`config.mk`:
```
export PLATFORM = sky130hd
export DESIGN_NAME = pong_io_frontend
export DESIGN_NICKNAME = d
export VERILOG_FILES = /design/src/rtl/pong_pkg.sv /design/src/rtl/pong_debounce_ch.sv /design/src/rtl/pong_io_frontend.sv
export SDC_FILE = /design/constraint.sdc
export NUM_CORES = 1
export LEC_CHECK = 0
export CAP_MARGIN = 10
export CORE_MARGIN = 4
export CORE_UTILIZATION = 55
export CTS_CLUSTER_SIZE = 28
export DETAILED_ROUTE_END_ITERATION = 8
export GPL_ROUTABILITY_DRIVEN = 1
export PLACE_DENSITY = 0.73
export SYNTH_ARGS = -nofsm -noshare
export SYNTH_HDL_FRONTEND = slang
export SYNTH_SLANG_ARGS = --single-unit
export TNS_END_PERCENT = 50
```
`constraint.sdc`:
```
create_clock -name clk -period 2.4 [get_ports clk]
set_clock_uncertainty 0.1 [all_clocks]
set_input_delay 0.24 -clock clk [delete_from_list [all_inputs] [get_ports clk]]
set_output_delay 0.24 -clock clk [all_outputs]
set_load 0.02 [all_outputs]
```
`src/rtl/pong_pkg.sv`:
```
// Shared types and default timing constants for the pong input front end.
package pong_pkg;

    typedef enum logic [1:0] {
        S_LOW    = 2'd0,
        S_CHK_HI = 2'd1,
        S_HIGH   = 2'd2,
        S_CHK_LO = 2'd3
    } btn_state_t;

    localparam int PONG_DEBOUNCE_CYCLES = 32'd250000;
    localparam int PONG_REPEAT_DELAY    = 32'd6250000;
    localparam int PONG_REPEAT_PERIOD   = 32'd1250000;

endpackage

```
`src/rtl/pong_debounce_ch.sv`:
```
// One button channel: input synchroniser, debounce FSM and optional auto-repeat.
// The debounce count includes the current sample, so a commit lands DEBOUNCE_CYCLES samples after the first differing one.
module pong_debounce_ch
    import pong_pkg::*;
#(
    parameter int SYNC_STAGES     = 2,
    parameter int DEBOUNCE_CYCLES = PONG_DEBOUNCE_CYCLES,
    parameter int REPEAT_EN       = 0,
    parameter int REPEAT_DELAY    = PONG_REPEAT_DELAY,
    parameter int REPEAT_PERIOD   = PONG_REPEAT_PERIOD
) (
    input  logic clk,
    input  logic rst_n,
    input  logic ena,
    input  logic btn_raw,
    output logic btn_level,
    output logic btn_press,
    output logic btn_release
);

    localparam int              CW           = $clog2(DEBOUNCE_CYCLES + 1);
    localparam logic [CW-1:0]   CNT_LAST     = CW'(DEBOUNCE_CYCLES - 1);
    localparam logic [CW-1:0]   CNT_ZERO     = {CW{1'b0}};
    localparam int              RMAX         = (REPEAT_DELAY > REPEAT_PERIOD) ? REPEAT_DELAY : REPEAT_PERIOD;
    localparam int              RW           = $clog2(RMAX + 1);
    localparam logic [RW-1:0]   RPT_DELAY_C  = RW'(REPEAT_DELAY);
    localparam logic [RW-1:0]   RPT_PERIOD_C = RW'(REPEAT_PERIOD);
    localparam logic [RW-1:0]   RPT_ZERO     = {RW{1'b0}};
    localparam logic [RW-1:0]   RPT_ONE      = RW'(1'b1);
    localparam logic            RPT_ON_C     = (REPEAT_EN != 0);

    logic [SYNC_STAGES-1:0] sync_r;
    logic                   s_sync_s;
    btn_state_t             state_r;
    btn_state_t             state_nx_s;
    logic [CW-1:0]          cnt_r;
    logic [CW-1:0]          cnt_nx_s;
    logic                   rise_s;
    logic                   fall_s;
    logic [RW-1:0]          rpt_cnt_r;
    logic [RW-1:0]          rpt_cnt_nx_s;
    logic [RW-1:0]          rpt_target_s;
    logic                   rpt_on_r;
    logic                   rpt_on_nx_s;
    logic                   rpt_first_r;
    logic                   rpt_first_nx_s;
    logic                   rpt_fire_s;

    assign s_sync_s = sync_r[SYNC_STAGES-1];

    // Debounce FSM next state; ena low collapses check states back to the last stable level
    always_comb begin
        state_nx_s = state_r;
        cnt_nx_s   = cnt_r;
        rise_s     = 1'b0;
        fall_s     = 1'b0;
        if (!ena) begin
            cnt_nx_s = CNT_ZERO;
            case (state_r)
                S_CHK_HI: state_nx_s = S_LOW;
                S_CHK_LO: state_nx_s = S_HIGH;
                default:  state_nx_s = state_r;
            endcase
        end else begin
            case (state_r)
                S_LOW, S_CHK_HI: begin
                    if (!s_sync_s) begin
                        state_nx_s = S_LOW;
                        cnt_nx_s   = CNT_ZERO;
                    end else if (cnt_r == CNT_LAST) begin
                        state_nx_s = S_HIGH;
                        cnt_nx_s   = CNT_ZERO;
                        rise_s     = 1'b1;
                    end else begin
                        state_nx_s = S_CHK_HI;
                        cnt_nx_s   = cnt_r + CW'(1'b1);
                    end
                end
                S_HIGH, S_CHK_LO: begin
                    if (s_sync_s) begin
                        state_nx_s = S_HIGH;
                        cnt_nx_s   = CNT_ZERO;
                    end else if (cnt_r == CNT_LAST) begin
                        state_nx_s = S_LOW;
                        cnt_nx_s   = CNT_ZERO;
                        fall_s     = 1'b1;
                    end else begin
                        state_nx_s = S_CHK_LO;
                        cnt_nx_s   = cnt_r + CW'(1'b1);
                    end
                end
                default: begin
                    state_nx_s = S_LOW;
                    cnt_nx_s   = CNT_ZERO;
                end
            endcase
        end
    end

    // Auto-repeat timer; a falling commit clears it first so release always wins
    always_comb begin
        rpt_cnt_nx_s   = rpt_cnt_r;
        rpt_on_nx_s    = rpt_on_r;
        rpt_first_nx_s = rpt_first_r;
        rpt_fire_s     = 1'b0;
        rpt_target_s   = rpt_first_r ? RPT_DELAY_C : RPT_PERIOD_C;
        if (rise_s) begin
            rpt_on_nx_s    = RPT_ON_C;
            rpt_first_nx_s = 1'b1;
            rpt_cnt_nx_s   = RPT_ONE;
        end else if (!ena || (state_nx_s == S_LOW)) begin
            rpt_on_nx_s    = 1'b0;
            rpt_first_nx_s = 1'b0;
            rpt_cnt_nx_s   = RPT_ZERO;
        end else if (rpt_on_r) begin
            if (rpt_cnt_r == rpt_target_s) begin
                rpt_fire_s     = 1'b1;
                rpt_first_nx_s = 1'b0;
                rpt_cnt_nx_s   = RPT_ONE;
            end else begin
                rpt_cnt_nx_s   = rpt_cnt_r + RPT_ONE;
            end
        end else begin
            rpt_cnt_nx_s = RPT_ZERO;
        end
    end

    // Synchroniser, channel state, repeat timer and registered outputs
    always_ff @(posedge clk or negedge rst_n) begin
        if (!rst_n) begin
            sync_r      <= {SYNC_STAGES{1'b0}};
            state_r     <= S_LOW;
            cnt_r       <= CNT_ZERO;
            rpt_cnt_r   <= RPT_ZERO;
            rpt_on_r    <= 1'b0;
            rpt_first_r <= 1'b0;
            btn_level   <= 1'b0;
            btn_press   <= 1'b0;
            btn_release <= 1'b0;
        end else begin
            sync_r      <= {sync_r[SYNC_STAGES-2:0], btn_raw};
            state_r     <= state_nx_s;
            cnt_r       <= cnt_nx_s;
            rpt_cnt_r   <= rpt_cnt_nx_s;
            rpt_on_r    <= rpt_on_nx_s;
            rpt_first_r <= rpt_first_nx_s;
            btn_level   <= (state_nx_s == S_HIGH) || (state_nx_s == S_CHK_LO);
            btn_press   <= rise_s || (rpt_fire_s && !fall_s);
            btn_release <= fall_s;
        end
    end

endmodule

```
`src/rtl/pong_io_frontend.sv`:
```
// Input conditioning between the Tiny Tapeout pins and the pong core:
// per-button synchronise/debounce/edge/repeat plus a synchronised core reset.
module pong_io_frontend
    import pong_pkg::*;
#(
    parameter int NUM_BTN         = 4,
    parameter int SYNC_STAGES     = 2,
    parameter int DEBOUNCE_CYCLES = PONG_DEBOUNCE_CYCLES,
    parameter int REPEAT_EN       = 0,
    parameter int REPEAT_DELAY    = PONG_REPEAT_DELAY,
    parameter int REPEAT_PERIOD   = PONG_REPEAT_PERIOD
) (
    input  logic               clk,
    input  logic               rst_n,
    input  logic               ena,
    input  logic [NUM_BTN-1:0] btn_raw,
    output logic [NUM_BTN-1:0] btn_level,
    output logic [NUM_BTN-1:0] btn_press,
    output logic [NUM_BTN-1:0] btn_release,
    output logic               rst_sync_n
);

    logic [SYNC_STAGES-1:0] rst_pipe_r;

    // Reset synchroniser: asserts with rst_n, releases after SYNC_STAGES edges
    always_ff @(posedge clk or negedge rst_n) begin
        if (!rst_n) begin
            rst_pipe_r <= {SYNC_STAGES{1'b0}};
        end else begin
            rst_pipe_r <= {rst_pipe_r[SYNC_STAGES-2:0], 1'b1};
        end
    end

    assign rst_sync_n = rst_pipe_r[SYNC_STAGES-1];

    for (genvar i = 0; i < NUM_BTN; i++) begin : g_ch
        pong_debounce_ch #(
            .SYNC_STAGES    (SYNC_STAGES),
            .DEBOUNCE_CYCLES(DEBOUNCE_CYCLES),
            .REPEAT_EN      (REPEAT_EN),
            .REPEAT_DELAY   (REPEAT_DELAY),
            .REPEAT_PERIOD  (REPEAT_PERIOD)
        ) u_ch (
            .clk        (clk),
            .rst_n      (rst_n),
            .ena        (ena),
            .btn_raw    (btn_raw[i]),
            .btn_level  (btn_level[i]),
            .btn_press  (btn_press[i]),
            .btn_release(btn_release[i])
        );
    end

endmodule

```
==> out/metrics.cfg <==
[setup_path]
timing.rr.end = g_ch[2].u_ch.cnt_r[11]$_DFF_PN0_
crit_start = g_ch[2].u_ch.cnt_r[0]$_DFF_PN0_
crit_required_ns = 2.55
cp_max_fo = 17
critPathCapture = g_ch[2].u_ch.cnt_r[11]$_DFF_PN0_
critPathKind = reg2reg
worstRegToRegCells = 6
cp-start-kind = flip-flop
r2r-start = g_ch[2].u_ch.cnt_r[0]$_DFF_PN0_
worst_setup_path_end_kind = flip-flop
crit_arrival_ns = 2.32
regToRegSetupSlack_ns = 0.23

[clock_tree]
clk_latency_ns = 0.36
cts_buffer_depth = 2
cts.htree.levels = 3
clockRootBuffer = clkbuf_8
cts_buffers = 9
cts_sinks = 98
clk_pin_slew_ns = 0.09
cts_tree = built

[worst_hold_path]
hp-class = in2reg

[flow_run]
cap_violations = 0

[drt]
drtIter0Drc = 146
wire_per_inst_microns = 14.3
vias = 3197
firstDrtPassIters = 4
viasPerCell = 5.62
postRouteAntennaNets = 0
wl_microns = 8140
drc_errors = 0

[synth]
netlist-cell-type-count = 41
synthesis.area_sq_mm = 0.00461
synth_edf_count = 0
synth.yosys.seq_area_share = 0.532
synth_cells = 444
syn-num-nets = 455
ys.flop_type = dfrtp_1
async_reset_ff_frac = 1.00
synth_seq_cells = 98
syn-mean-instance-area_sq_um = 10.4
yosysWarnings = 0

[sta]
fin_setup_tns_ns = 0
period_share = 0.904
slew_headroom = 0.605
hold_viol = 0
setup_viol = 0
slew_violations = 0
grt_setup_unrepaired = false
period_needed_ns = 2.17
clock.fmax_mhz = 461
tightest_slew_ns = 0.592

[layout]
diodes = 0
final_nets = 470
post-route-util = 0.625
layout_common_cells = 98 x dfrtp_1, 72 x nor2_1, 42 x xnor2_1
instances_no_fill = 569
areaGrowthSynthToFinish_pct = 10.9
final_common_cell = dfrtp_1
drive_above_1_share = 0.0797

[die]
start_util = 0.564
rows = 33
num_io_pins = 20
core_area_sq_mm = 0.00818
die-area_sq_mm = 0.00991
die_y_microns = 99.5
dieWidth_microns = 99.5

[status]
status = completed

[global_route]
grt-ovfl-total = 0
grt_pass1_wl_microns = 14900
grt_start_max_net_pins = 54
grt_pass1_vias = 3265
grt_util_all_layers = 0.183
grt_antenna_before_repair = 0

[power_and_ir_drop]
pwr_density_cell_mw_per_mm2 = 600
peakVddDrop_mv = 0.298
p_total_uw = 3070
leakagePower_uw = 0.00203

[place]
finalWeightedCongestion = 0.845
dpl.hpwl_microns = 5570
port_buffers = 19
dp_cells = 551

how the worst min path moves through the flow:
stage                     cells after the start                                to  startpoint
after CTS                                     1  g_ch[3].u_ch.sync_r[0]$_DFF_PN0_  btn_raw[3]
after global routing                          1  g_ch[3].u_ch.sync_r[0]$_DFF_PN0_  btn_raw[3]
after floorplan                               0  g_ch[0].u_ch.btn_level$_DFF_PN0_       rst_n
after global placement                        1  g_ch[0].u_ch.cnt_r[10]$_DFF_PN0_       rst_n
final                                         1  g_ch[1].u_ch.sync_r[0]$_DFF_PN0_  btn_raw[1]
after detailed placement                      1  g_ch[0].u_ch.cnt_r[10]$_DFF_PN0_       rst_n
layout make-up:
type	instances	area (sq um)
Sequential cell	98	2450
Clock inverter	6	113
Tap cell	105	131
Inverter	12	45.0
Clock buffer	10	138
Multi-Input combinational cell	310	1950
Timing Repair Buffer	28	283
Fill cell	655	3060
through the flow:
step | worst slack (ns) | hold WS [ns] | instance area, sq um
after floorplan | 0.357 | -0.156 | 4610
final | 0.231 | 0.217 | 5110
after CTS | 0.144 | 0.206 | 5090
after global placement | 0.253 | 0.180 | 4830
after global routing | 0.0963 | 0.198 | 5110
after detailed placement | 0.140 | 0.179 | 4830
registers in the layout (all words and copies together) (netlist names):
| register | flops |
|---|---|
| g_ch.u_ch.sync_r | 8 |
| g_ch.u_ch.btn_level | 4 |
| g_ch.u_ch.cnt_r | 72 |
| rst_pipe_r | 2 |
| g_ch.u_ch.btn_press | 4 |
| g_ch.u_ch.btn_release | 4 |
| g_ch.u_ch.state_r | 4 |
report_power, final:
| part | internal, uW | switching, uW | leakage (uW) |
|---|---|---|---|
| sequential | 1660 | 12.8 | 0.00134 |
| combinational | 33.1 | 63.0 | 0.000561 |
| clock | 725 | 569 | 0.000127 |
synth_stat cells, types with 4 or more instances:
| library cell | instances | area [sq um] |
|---|---|---|
| or3_1 | 8 | 50.1 |
| nor3_1 | 10 | 50.1 |
| nor3b_1 | 8 | 60.1 |
| nand4_1 | 21 | 131 |
| inv_1 | 12 | 45.0 |
| nand3_1 | 26 | 130 |
| or4_1 | 6 | 45.0 |
| xor2_1 | 19 | 166 |
| ha_1 | 4 | 50.1 |
| dfrtp_1 | 98 | 2450 |
| a21oi_1 | 6 | 30.0 |
| nor4_1 | 24 | 150 |
| xnor2_1 | 42 | 368 |
| mux2_2 | 6 | 67.6 |
| buf_2 | 5 | 25.0 |
| buf_4 | 13 | 97.6 |
| nand2_1 | 23 | 86.3 |
| nor2_1 | 72 | 270 |
| and4_1 | 5 | 43.8 |
cell families after synthesis:
family,share of synthesized area
fa+ha+maj,0.0109
mux,0.0217
flops,0.532
xor+xnor,0.116
compound gates,0.0239
other cells,0.000814
simple gates,0.250
buf+inv,0.0445
worst max-delay path: stages (launching register included):
cell,delay [ns]
dfrtp_1,0.41
ha_1,0.30
nand3_1,0.16
or4b_2,0.69
o21bai_4,0.19
buf_12,0.15
nor2_1,0.05
timing repair:
| action | CTS | global route |
|---|---|---|
| hold buffers | 1 | 0 |
| gates resized for setup | 0 | 0 |
| endpoints found under the hold margin | 45 | 0 |
| buffers inserted | 0 | 1 |
| setup endpoints to repair | 0 | 14 |
per-layer routing:
| metal | wire length [microns] | global-route usage | part of all wire | vias up |
|---|---|---|---|---|
| met2 | 3880 | 0.285 | 0.48 | 70 |
| met3 | 329 | 0.0316 | 0.040 | 13 |
| met5 | 0 | 0 | 0 | - |
| met4 | 136 | 0.0704 | 0.017 | 0 |
| met1 | 3790 | 0.258 | 0.47 | 1559 |
| li1 | - | - | - | 1555 |
Note: power is estimated with default switching activity, not from simulation.
